$ cat src/rtl/page_pkg.sv
// Shared constants, row index type and scheduler state encoding for the ruled-page line scheduler.
// Frame and text-origin constants are provided here for the overlay instances that use the schedule.
package page_pkg;

  localparam int unsigned NUM_ROWS  = 19;
  localparam int unsigned ROW_PITCH = 20;
  localparam int unsigned BASE_Y    = 77;
  localparam int unsigned TEXT_X    = 335;
  localparam int unsigned H_TOTAL   = 800;
  localparam int unsigned V_TOTAL   = 526;

  typedef logic [4:0] row_idx_t;

  typedef enum logic [1:0] {
    WAIT_FRAME = 2'd0,
    ARB        = 2'd1,
    GRANT      = 2'd2,
    CLEAR      = 2'd3
  } sched_state_t;

  function automatic logic [9:0] row_y(input int unsigned row, input int unsigned base,
                                       input int unsigned pitch);
    return 10'(base + row * pitch);
  endfunction

endpackage

$ cat src/rtl/page_rr_pick.sv
// Combinational round-robin picker: first set request at or after i_rr_ptr, wrapping modulo NUM_REQ.
module page_rr_pick #(
  parameter int unsigned NUM_REQ = 2,
  parameter int unsigned OWN_W   = 3
) (
  input  logic [NUM_REQ-1:0] i_req,
  input  logic [OWN_W-1:0]   i_rr_ptr,
  output logic [OWN_W-1:0]   o_winner,
  output logic               o_found
);

  logic [2*NUM_REQ-1:0] w_dbl;
  logic [NUM_REQ-1:0]   w_rot;
  logic [OWN_W-1:0]     w_off;
  logic [OWN_W:0]       w_sum;

  // Rotating a doubled copy puts the pointer position at bit 0.
  assign w_dbl = {i_req, i_req};
  assign w_rot = NUM_REQ'(w_dbl >> i_rr_ptr);

  always_comb begin
    o_found = 1'b0;
    w_off   = '0;
    for (int i = 0; i < int'(NUM_REQ); i++) begin
      if (!o_found && w_rot[i]) begin
        o_found = 1'b1;
        w_off   = OWN_W'(i);
      end
    end
    w_sum = {1'b0, i_rr_ptr} + {1'b0, w_off};
    if (w_sum >= (OWN_W + 1)'(NUM_REQ)) begin
      w_sum = w_sum - (OWN_W + 1)'(NUM_REQ);
    end
    o_winner = w_sum[OWN_W-1:0];
  end

endmodule

$ cat src/rtl/page_line_scheduler.sv
// Frame-paced round-robin allocator of ruled page rows to text-line requesters.
// Optional SCROLL_EN: a full page scrolls up one row per grant instead of refusing grants.
module page_line_scheduler #(
  parameter int unsigned NUM_REQ   = 2,
  parameter int unsigned NUM_ROWS  = page_pkg::NUM_ROWS,
  parameter int unsigned BASE_Y    = page_pkg::BASE_Y,
  parameter int unsigned ROW_PITCH = page_pkg::ROW_PITCH,
  parameter int unsigned OWN_W     = 3
) (
  input  logic                      VGA_CLK_IN,
  input  logic                      RST_IN,
  input  logic                      i_frame_start,
  input  logic [NUM_REQ-1:0]        i_req,
  input  logic                      i_clear,
  output logic [NUM_REQ-1:0]        o_gnt,
  output logic [4:0]                o_gnt_row,
  output logic [NUM_ROWS-1:0]       o_row_valid,
  output logic [NUM_ROWS*OWN_W-1:0] o_row_owner,
  output logic [9:0]                o_next_y,
  output logic                      o_full
);

  import page_pkg::*;

  sched_state_t              r_state;
  logic [OWN_W-1:0]          r_rr_ptr;
  row_idx_t                  r_next_row;
  logic                      r_pending_clear;
  logic [NUM_REQ-1:0]        r_gnt;
  row_idx_t                  r_gnt_row;
  logic [NUM_ROWS-1:0]       r_row_valid;
  logic [NUM_ROWS*OWN_W-1:0] r_row_owner;
  logic                      r_full;

  logic [OWN_W-1:0] w_winner;
  logic             w_found;
  logic             w_scroll;
  logic             w_can_arb;
  row_idx_t         w_next_row_inc;
  logic [OWN_W-1:0] w_rr_next;

  page_rr_pick #(
    .NUM_REQ (NUM_REQ),
    .OWN_W   (OWN_W)
  ) u_pick (
    .i_req    (i_req),
    .i_rr_ptr (r_rr_ptr),
    .o_winner (w_winner),
    .o_found  (w_found)
  );

`ifdef SCROLL_EN
  assign w_scroll = r_full;
`else
  assign w_scroll = 1'b0;
`endif

  assign w_can_arb      = !r_full || w_scroll;
  assign w_next_row_inc = r_next_row + row_idx_t'(1);
  assign w_rr_next      = (w_winner == OWN_W'(NUM_REQ - 1)) ? '0 : w_winner + OWN_W'(1);

  always_ff @(posedge VGA_CLK_IN) begin
    if (RST_IN) begin
      r_state         <= WAIT_FRAME;
      r_rr_ptr        <= '0;
      r_next_row      <= '0;
      r_pending_clear <= 1'b0;
      r_gnt           <= '0;
      r_gnt_row       <= '0;
      r_row_valid     <= '0;
      r_row_owner     <= '0;
      r_full          <= 1'b0;
    end else begin
      r_gnt <= '0;
      if (i_clear) begin
        r_pending_clear <= 1'b1;
      end
      case (r_state)
        WAIT_FRAME: begin
          if (i_frame_start) begin
            if (r_pending_clear) begin
              r_state         <= CLEAR;
              r_row_valid     <= '0;
              r_next_row      <= '0;
              r_full          <= 1'b0;
              // A clear landing on this very edge stays pending for the next frame.
              r_pending_clear <= i_clear;
            end else if ((|i_req) && w_can_arb) begin
              r_state <= ARB;
            end
          end
        end
        ARB: begin
          if (w_found) begin
            // Commit on entry to GRANT so every output moves together with the grant pulse.
            r_state  <= GRANT;
            r_gnt    <= NUM_REQ'(1) << w_winner;
            r_rr_ptr <= w_rr_next;
            if (w_scroll) begin
              r_row_valid <= {1'b1, r_row_valid[NUM_ROWS-1:1]};
              r_row_owner <= {w_winner, r_row_owner[NUM_ROWS*OWN_W-1:OWN_W]};
              r_gnt_row   <= row_idx_t'(NUM_ROWS - 1);
            end else begin
              for (int k = 0; k < int'(NUM_ROWS); k++) begin
                if (r_next_row == row_idx_t'(k)) begin
                  r_row_valid[k]                 <= 1'b1;
                  r_row_owner[k*OWN_W +: OWN_W] <= w_winner;
                end
              end
              r_gnt_row  <= r_next_row;
              r_next_row <= w_next_row_inc;
              r_full     <= (w_next_row_inc == row_idx_t'(NUM_ROWS));
            end
          end else begin
            r_state <= WAIT_FRAME;
          end
        end
        GRANT:   r_state <= WAIT_FRAME;
        CLEAR:   r_state <= WAIT_FRAME;
        default: r_state <= WAIT_FRAME;
      endcase
    end
  end

  // A full page points at its last row rather than one past the bottom.
  always_comb begin
    if (r_full) begin
      o_next_y = row_y(NUM_ROWS - 1, BASE_Y, ROW_PITCH);
    end else begin
      o_next_y = row_y(32'(r_next_row), BASE_Y, ROW_PITCH);
    end
  end

  assign o_gnt       = r_gnt;
  assign o_gnt_row   = r_gnt_row;
  assign o_row_valid = r_row_valid;
  assign o_row_owner = r_row_owner;
  assign o_full      = r_full;

endmodule
$ cat config.mk
export PLATFORM = sky130hd
export DESIGN_NAME = page_line_scheduler
export DESIGN_NICKNAME = d
export VERILOG_FILES = /design/src/rtl/page_pkg.sv /design/src/rtl/page_rr_pick.sv /design/src/rtl/page_line_scheduler.sv
export SDC_FILE = /design/constraint.sdc
export NUM_CORES = 1
export LEC_CHECK = 0
export CAP_MARGIN = 20
export CORE_ASPECT_RATIO = 1.5
export CORE_MARGIN = 2
export CORE_UTILIZATION = 51
export CTS_BUF_LIST = sky130_fd_sc_hd__clkbuf_8
export DETAILED_ROUTE_END_ITERATION = 8
export PLACE_DENSITY = 0.82
export RECOVER_POWER = 25
export SYNTH_ARGS = -nofsm -noshare
export SYNTH_HDL_FRONTEND = slang
export SYNTH_HIERARCHICAL = 1
export SYNTH_SLANG_ARGS = --single-unit
$ cat constraint.sdc
create_clock -name VGA_CLK_IN -period 3.6 [get_ports VGA_CLK_IN]
set_clock_uncertainty 0.05 [all_clocks]
set_input_delay 1.08 -clock VGA_CLK_IN [delete_from_list [all_inputs] [get_ports VGA_CLK_IN]]
set_output_delay 1.08 -clock VGA_CLK_IN [all_outputs]
set_load 0.005 [all_outputs]
; ---- After elaboration in Yosys (flattened, before gate mapping)
; Index checks and enable logic that the tools add are counted.
[word_totals]
ff_bits = 95
word_cells = 199
input_bits = 6
[classes]
order_cmp = 1
eq_ne = 46
n_addsub = 5
reduce_logical = 51
n_shift = 2
bitwise = 2
mul = 1
n_mux = 46
[op_table]
columns = op, count
row1 = AND reduction 5 bit, 19
row2 = two-way mux 19 bit, 3
row3 = AND reduction 3 bit, 19
row4 = != test 2 bit (second input constant), 21
row5 = == test 5 x 4 -> 1 bit (second input constant), 8
row6 = case mux 19 bit (2 select lines), 1
row7 = two-way mux 1 bit, 29
row8 = == test 5 x 3 -> 1 bit (second input constant), 4
row9 = == test 5 bit (second input constant), 4
row10 = two-way mux 5 bit, 3
row11 = adder 7 x 10 -> 10 bit (first input constant), 1
row12 = == test 5 x 2 -> 1 bit (second input constant), 2
row13 = two-way mux 10 bit, 1
row14 = case mux 5 bit (2 select lines), 1
row15 = multiplier 5 x 3 -> 8 bit (second input constant), 1
row16 = two-way mux 2 bit, 4
row17 = two-way mux 3 bit, 2
row18 = case mux 2 bit (3 select lines), 1
row19 = adder 5 x 1 -> 5 bit (second input constant), 1
row20 = == test 5 x 1 -> 1 bit (second input constant), 1
row21 = logical NOT 5 bit, 1
row22 = adder 3 x 1 -> 4 bit, 1
row23 = == test 2 bit (second input constant), 2
row24 = >= comparator 4 x 2 -> 1 bit (second input constant), 1
row25 = other kinds (18), 23

; ---- Depth between registers and ports, before layout
; Gate-level depths: netlist of the first run.
[logic_depth]
ltp_word = 10
ltp_mapped = 8

; ---- Cells and area by module
; The synthesis of the first run kept the hierarchy.
[modules_own_cells]
columns = mod, cells_per_inst, seq_area_each_um2, n_inst, area_per_inst_um2
row1 = page_line_scheduler, 436, 1901.8, 1, 4121.5
row2 = page_rr_pick, 7, 0.0, 1, 55.1

; ---- Worst setup path after synthesis of the first run
; OpenSTA, ideal clock, no wires.
[synth_path]
kind = register to output
startpoint = register r_next_row[1]
endpoint = output o_next_y[8]
slack_ps = 646
t_arrival_ps = 1824
stages_incl_launch_ff = 9
path_cell_list = dfxtp_1 ha_1 ha_1 inv_1 fa_1 xor2_1 a21oi_1 nor2b_1 mux2i_1
[synth_between]
elab_chain_cells = 3
[synth_lines]
columns = element, line
row1 = "start, declared", page_line_scheduler.sv:27  ; row_idx_t r_next_row;
row2 = "start signal, assigned", page_line_scheduler.sv:111  ; r_next_row <= w_next_row_inc;
row3 = multiplier 5 x 3 -> 8 bit, page_pkg.sv:23  ; return 10'(base + row * pitch);
row4 = adder 7 x 10 -> 10 bit, page_pkg.sv:23
row5 = two-way mux 10 bit, page_line_scheduler.sv:127  ; if (r_full) begin
row6 = "end, declared", page_line_scheduler.sv:19  ; output logic [9:0] o_next_y,
; Every way passes these cells.

; ---- Worst setup path after layout of the first run
; Same ends and word-level chain as after synthesis.

==> results.ini, run 1 <==
[sta]
slew_violations=50
hold_viol_final=0
setup_tns_ns=0
setup_viol=0
fin_crit_ns=3.511
clock.fmax_mhz=284.8
timing.final.crit_share_pct=97.53
max_slew_margin_pct=-43.18
holdWs_ns=0.4058
worst_pin_slew_ns=2.148
setup_slack_ns=0.08894

[placed_design]
hpwl_um=7048
preCtsSetupSlack_ns=0.1244
port_buffers=97
gp_congestion=0.7547

[clocking]
cts_inserted_buffers=9
cts.clk_slew.worst_paths_ns=0.09
hold_buffers=0
htree_levels=3
clock_sinks=95
clockRootBuffer=clkbuf_8
clock_latency_ns=0.37
cts_tree=yes
clk_path_buf_depth=2

[floorplan]
initial_core_util_pct=52.48
row_count=40
die_area_um2=8944
io_pins=100
fp.dieW_um=77.89
die_y_um=114.8
core_area_um2=7958

[logic_synthesis]
synth_nets=462
avgSynthCellArea_um2=9.428
netlist-cell-type-count=48
synthTopCellsByArea=dfxtp_1, mux2i_1, nor2_1
synthSimpleGateAreaFrac_pct=21.09
synthAdderAreaFrac_pct=4.074
synth_top_area_share_pct=45.54
yosysSeqAreaShare_pct=45.54
synth_xor_xnor_area_share_pct=1.678
synth_top_family_by_area=simple AND/OR/NAND/NOR gates
synth_compound_area_share_pct=8.508
synthMuxAreaShare_pct=13.18
yosys_warnings=6
synth_top_area_cell=dfxtp_1
netlist_area_um2=4177
netlist_instances=443
ys_ff_latch=95

[finish]
drive_above_1_share_pct=11.11
antenna_cells=0
syn2layout_area_growth_pct=29.63
nets=545

[setup_path]
cp_top_family=adder cells
worst-path-buf-inv=3
cp-end-kind=output port
rrSetupSlack_ns=1.38
required_ns=2.47
critical_path.endpoint=o_next_y[8]
r2r_start=r_next_row[0]
cp_slowest_stage_delay_ns=0.47
crit_cells=9
r2r_cells=7
regToRegEndpoint=o_row_owner[6]
critPathKind=flop to output port
crit_path_max_fanout=2
worstPathArrival_ns=2.38
crit_chain=ha_1 > ha_2 > inv_1 > fa_2 > buf_4 > a21oi_4 > nor2_1 > mux2i_1 > clkbuf_2
cp_slowest_cell=fa_2
crit_start=r_next_row[1]
cp-start-kind=flop

[power_and_ir_drop]
power_density_nw_per_um2=347.9
ir_worst_vdd_mv=0.4185
p_leak_nw=2.279

[global_route]
grt_antenna_before_repair=0
grt_start_max_net_pins=50
grt_pass1_wl_um=15780
grt_pass1_vias=3212
track_usage_pct=22.70
overflow=0

[detailed_routing]
drt_iter0_markers=223
antenna_left=0
routed_wl_um=10050
viasPerCell=5.245
vias=3336
wire_per_inst_um=15.80
first_pass_iters=4
drc=0

[status]
violations=max-capacitance violations, max-slew violations
outcome=finished with violations

[hold_path]
hold_class=flop to flop
hold_depth=2

[job]
timing.max_cap.violations=1

## report_power, final
group | switching, W | internal, W | total, W | leakage, nW
registers | 0.00000804 | 0.00106 | 0.00107 | 0.767
clock network | 0.000354 | 0.000323 | 0.000677 | 0.105
logic | 0.0000910 | 0.0000495 | 0.000141 | 1.41
total | 0.000453 | 0.00143 | 0.00188 | 2.28
## cell families (layout without fill, tap and decap cells)
family,count (synthesis),after routing
flip-flops,95,95
multiplexers,55,55
AND/OR/NAND/NOR,170,170
buffers and inverters,46,134
XOR/XNOR,8,8
other,2,2
adder cells (fa/ha/maj),13,13
AO/OA/AOI/OAI,54,54
## synthesized netlist by cell type, drive strengths merged
master	instances
nor2b	5
xnor2	3
nor2	76
o21bai	1
a21o	3
a21boi	1
mux2i	55
a2bb2oi	1
nor3	29
and3	1
dfxtp	95
conb	2
o32ai	1
a211oi	3
or2	1
o21a	15
a22oi	2
a21oi	17
or4	1
ha	12
nand2b	9
or2b	1
xor2	5
nand4	3
nand3	4
clkbuf	21
and3b	1
nand2	30
o31ai	1
o21ba	1
and2	1
buf	17
fa	1
o21ai	5
o211ai	1
a31oi	1
a22o	1
nand3b	3
or3	5
inv	8
## state kept, by name, indices dropped and copies added (netlist names)
register / flops
r_pending_clear: 1
o_row_valid: 19
o_gnt: 2
r_rr_ptr: 3
r_state: 2
o_full: 1
r_next_row: 5
o_gnt_row: 5
o_row_owner: 57
## cells in the final DEF, fill, tap and decap left out, drive strengths merged, types with 2 or more instances in the layout
master / instances
nand2b: 9
a211oi: 3
dlygate4sd3: 45
or3: 5
xor2: 5
nand2: 30
buf: 13
clkdlybuf4s50: 47
nand3b: 3
mux2i: 55
inv: 8
a21o: 3
nor2b: 5
o21a: 15
clkbuf: 16
nor2: 76
ha: 12
a21oi: 17
o21ai: 5
clkinv: 3
nor3: 29
dfxtp: 95
xnor2: 3
nand4: 3
conb: 2
nand3: 4
a22oi: 2
## cell type report
class,instances,area (µm²)
Clock inverter,3,15.01
Multi-Input combinational cell,302,2102
Fill cell,593,2544
Clock buffer,13,178.9
Tap cell,105,131.4
Sequential cell,95,1903
Timing Repair Buffer,110,1054
Inverter,8,30.03
## stage by stage
stage	utilization (%)	cell area, µm²	power, W	std cells
floorplan	-	4177	0.001184	443
global placement	64.95	5169	0.001229	619
detailed placement	64.95	5169	0.001232	619
CTS	67.52	5373	0.001901	635
global route	68.03	5414	0.001952	636
finish	68.03	5414	0.001884	636
## what timing repair did
action,in CTS,in global routing
pin swaps,1,1
gates resized for setup,6,12
setup endpoints to repair,4,2
buffers inserted,0,1
## how the worst min path moves through the flow
| stage | startpoint | to | slack (ns) |
|---|---|---|---|
| 3_3_place_gp | o_row_valid[16] | o_row_valid[16] | 0.39 |
| 2_1_floorplan | o_row_valid[16] | o_row_valid[16] | 0.40 |
| 3_5_place_dp | o_row_owner[45] | o_row_owner[45] | 0.40 |
| 5_1_grt | o_row_valid[6] | o_row_valid[6] | 0.43 |
| 6_report | o_row_owner[45] | o_row_owner[45] | 0.41 |
| 4_1_cts | o_row_owner[45] | o_row_owner[45] | 0.41 |
## tightest hold or removal path, cell delays in order, from the launching register on
cell and delay, ns:
dfxtp_1 0.32, nand2_1 0.05, a21oi_1 0.05
## layer usage
layer | up-vias | global-route usage [%] | wire, µm
li1 | 1650 | - | -
met2 | 92 | 40.98 | 5367
met1 | 1579 | 25.25 | 4025
met5 | - | 0 | 0
met4 | 0 | 10.06 | 177
met3 | 15 | 5.416 | 479
Note: power is estimated with default switching activity, not from simulation.
==> inputs of run 2 (changes only) <==
--- a/config.mk
+++ b/config.mk
@@ -10,6 +10,7 @@
 export CORE_MARGIN = 2
 export CORE_UTILIZATION = 51
 export CTS_BUF_LIST = sky130_fd_sc_hd__clkbuf_8
+export CTS_CLUSTER_SIZE = 30
 export DETAILED_ROUTE_END_ITERATION = 8
 export PLACE_DENSITY = 0.82
 export RECOVER_POWER = 25
==> results of run 2 <==
The final DEF is identical to that of run 1; final timing and power are the same.
==> inputs of run 3 (changes only) <==
--- a/config.mk
+++ b/config.mk
@@ -8,11 +8,11 @@
 export CAP_MARGIN = 20
 export CORE_ASPECT_RATIO = 1.5
 export CORE_MARGIN = 2
-export CORE_UTILIZATION = 51
+export CORE_UTILIZATION = 46
 export CTS_BUF_LIST = sky130_fd_sc_hd__clkbuf_8
 export CTS_CLUSTER_SIZE = 30
 export DETAILED_ROUTE_END_ITERATION = 8
-export PLACE_DENSITY = 0.82
+export PLACE_DENSITY = 0.78
 export RECOVER_POWER = 25
 export SYNTH_ARGS = -nofsm -noshare
 export SYNTH_HDL_FRONTEND = slang
==> constraint.sdc (replaced) <==
create_clock -name VGA_CLK_IN -period 3.15 [get_ports VGA_CLK_IN]
set_clock_uncertainty 0.05 [all_clocks]
set_input_delay 0.945 -clock VGA_CLK_IN [delete_from_list [all_inputs] [get_ports VGA_CLK_IN]]
set_output_delay 0.945 -clock VGA_CLK_IN [all_outputs]
set_load 0.005 [all_outputs]
==> results.ini, run 3 (synthesized netlist as in run 1, its figures left out) <==
[status]
outcome=finished with violations
violations=negative setup slack

[clocking]
clk_path_buf_depth=2  ; unchanged
hold_buffers=0  ; unchanged
clock_sinks=95  ; unchanged
cts.clk_slew.worst_paths_ns=0.09  ; about the same
clockRootBuffer=clkbuf_8
cts_tree=yes
htree_levels=3  ; unchanged
clock_latency_ns=0.35  ; -0.02 ns
cts_inserted_buffers=9  ; unchanged

[sta]
setup_tns_ns=-0.3469  ; -0.3469 ns
clock.fmax_mhz=301.9
hold_viol_final=0  ; unchanged
slew_violations=0  ; -100%
fin_crit_ns=3.312
max_slew_margin_pct=2.236  ; +45 points
setup_slack_ns=-0.1621  ; -0.2511 ns
timing.final.crit_share_pct=105.1
worst_pin_slew_ns=1.466  ; -0.6813 ns
setup_viol=4  ; +4
rsz0062_at_grt=true

[finish]
layout_common_cells=dfxtp_1, nor2_1, mux2i_1
filler_cell_count=768  ; +30%
antenna_cells=0  ; unchanged
largest_reg_flops=57  ; unchanged
nets=553  ; +1.5%
final_common_cell=dfxtp_1
syn2layout_area_growth_pct=32.29
drive_above_1_share_pct=13.94  ; +2.8 points
stdcell_area_um2=5525  ; +2.1%

[floorplan]
initial_core_util_pct=47.31  ; -5.2 points
fp.dieW_um=81.80  ; +5.0%
die_y_um=120.7  ; +5.1%
core_area_um2=8828  ; +11%
io_pins=100  ; unchanged
die_area_um2=9873  ; +10%
row_count=42  ; +5.0%

[setup_path]
worstPathArrival_ns=2.32  ; -0.06 ns
cp-end-kind=output port
required_ns=2.15  ; -0.32 ns
crit_path_max_fanout=2  ; unchanged
critPathKind=flop to output port
cp-start-kind=flop

[power_and_ir_drop]
clkPwrFrac_pct=36.4  ; +0.5 points
power_frac_seq_pct=55.9  ; -0.7 points
p_sw_share_pct=23.24  ; -0.79 points
p_sw_w=0.0005066  ; +12%
p_leak_nw=2.293  ; +0.61%
power_density_nw_per_um2=394.5  ; +13%
power_frac_comb_pct=7.7  ; +0.2 points
ir_worst_vdd_mv=0.3760  ; -10%
internal_power_w=0.001673  ; +17%

[detailed_routing]
wire_per_inst_um=15.89  ; +0.56%
drt_iter0_markers=156  ; -30%
vias=3371  ; +1.0%
routed_wl_um=10300  ; +2.5%
viasPerCell=5.202  ; -0.82%
drc=0  ; unchanged
first_pass_iters=4  ; unchanged
antenna_left=0  ; unchanged

[global_route]
track_usage_pct=21.74  ; -0.96 points
grt_pass1_vias=3332  ; +3.7%
overflow=0  ; unchanged
grt_pass1_wl_um=16280  ; +3.2%
grt_start_max_net_pins=35  ; -30%
grt_antenna_before_repair=0  ; unchanged

[placed_design]
gp_congestion=0.7844  ; +3.9%
dpl_cell_area_um2=5218  ; +0.94%
hpwl_um=7237  ; +2.7%
port_buffers=97  ; unchanged

[hold_path]
hold_class=flop to flop

[job]
timing.max_cap.violations=0  ; -1

## run 3: changes by cell type in the layout (fill, tap and decap cells not counted), sizes merged
| cell | before | now |
|---|---|---|
| clkbuf | 16 | 12 |
| clkdlybuf4s50 | 47 | 48 |
| dlygate4sd3 | 45 | 44 |
| bufinv | 0 | 1 |
| dlymetal6s2s | 1 | 0 |
| clkinv | 3 | 1 |
| dlygate4sd2 | 1 | 0 |
| inv | 8 | 9 |
| buf | 13 | 25 |
| clkinvlp | 0 | 1 |
## run 3: worst paths after layout
path | endpoint | depth (start not counted) | slack, ns | startpoint
max | o_next_y[8] | 10 | -0.16 | r_next_row[3]
min | o_gnt_row[3] | 2 | 0.41 | o_gnt_row[3]
max reg2reg | o_row_owner[6] | 7 | 1.03 | r_next_row[0]
min reg2reg | o_gnt_row[3] | 2 | 0.41 | o_gnt_row[3]
## run 3: cell type report
class | count | area (µm²) | area share [%]
clock buffer | 11 | 151.4 | 2.740
clock inverter | 4 | 46.29 | 0.8379
inverter | 8 | 30.03 | 0.5435
multi-input combinational | 302 | 2135 | 38.63
sequential | 95 | 1906 | 34.49
tap | 110 | 137.6 | 2.491
timing repair buffer | 118 | 1120 | 20.27
## run 3: critical path, stage by stage (launching register included)
cell	delay, ns
dfxtp_2	0.34
ha_4	0.27
ha_4	0.13
inv_2	0.04
fa_2	0.40
xor2_2	0.16
buf_4	0.16
a21oi_4	0.12
nor2b_4	0.15
mux2i_1	0.07
buf_2	0.13
## run 3: layer usage
metal,global-route usage [%],vias to the layer above,wire [µm]
met5,0,-,0
met4,8.750,0,176
met3,4.701,13,405
met2,38.52,82,5612
met1,24.58,1618,4100
li1,-,1658,-
## run 3: metrics by stage
stage	std cells	setup slack [ns]	total power (W)	hold WS (ns)	utilization (%)
6_report	648	-0.1621	0.002180	0.4070	62.59
5_1_grt	648	-0.2359	0.002263	0.4303	62.59
4_1_cts	647	-0.1309	0.002210	0.4173	62.22
3_5_place_dp	628	-0.2028	0.001416	0.3988	59.10
3_3_place_gp	628	-0.07078	0.001413	0.3892	59.10
2_1_floorplan	443	0.3314	0.001353	0.3987	-
## run 3: power groups by stage
| stage | Sequential [W] | Clock [W] | Combinational, W |
|---|---|---|---|
| global placement | 0.00125 | 0 | 0.000167 |
| detailed placement | 0.00125 | 0 | 0.000169 |
| CTS | 0.00122 | 0.000820 | 0.000171 |
| finish | 0.00122 | 0.000793 | 0.000168 |
| floorplan | 0.00125 | 0 | 0.000106 |
| global route | 0.00122 | 0.000859 | 0.000184 |
## run 3: what timing repair did
item / 4_1_cts / 5_1_grt
setup endpoints to repair: 4 / 4
resized for setup: 32 / 6
pin swaps: 8 / 3
setup buffers: 4 / 2
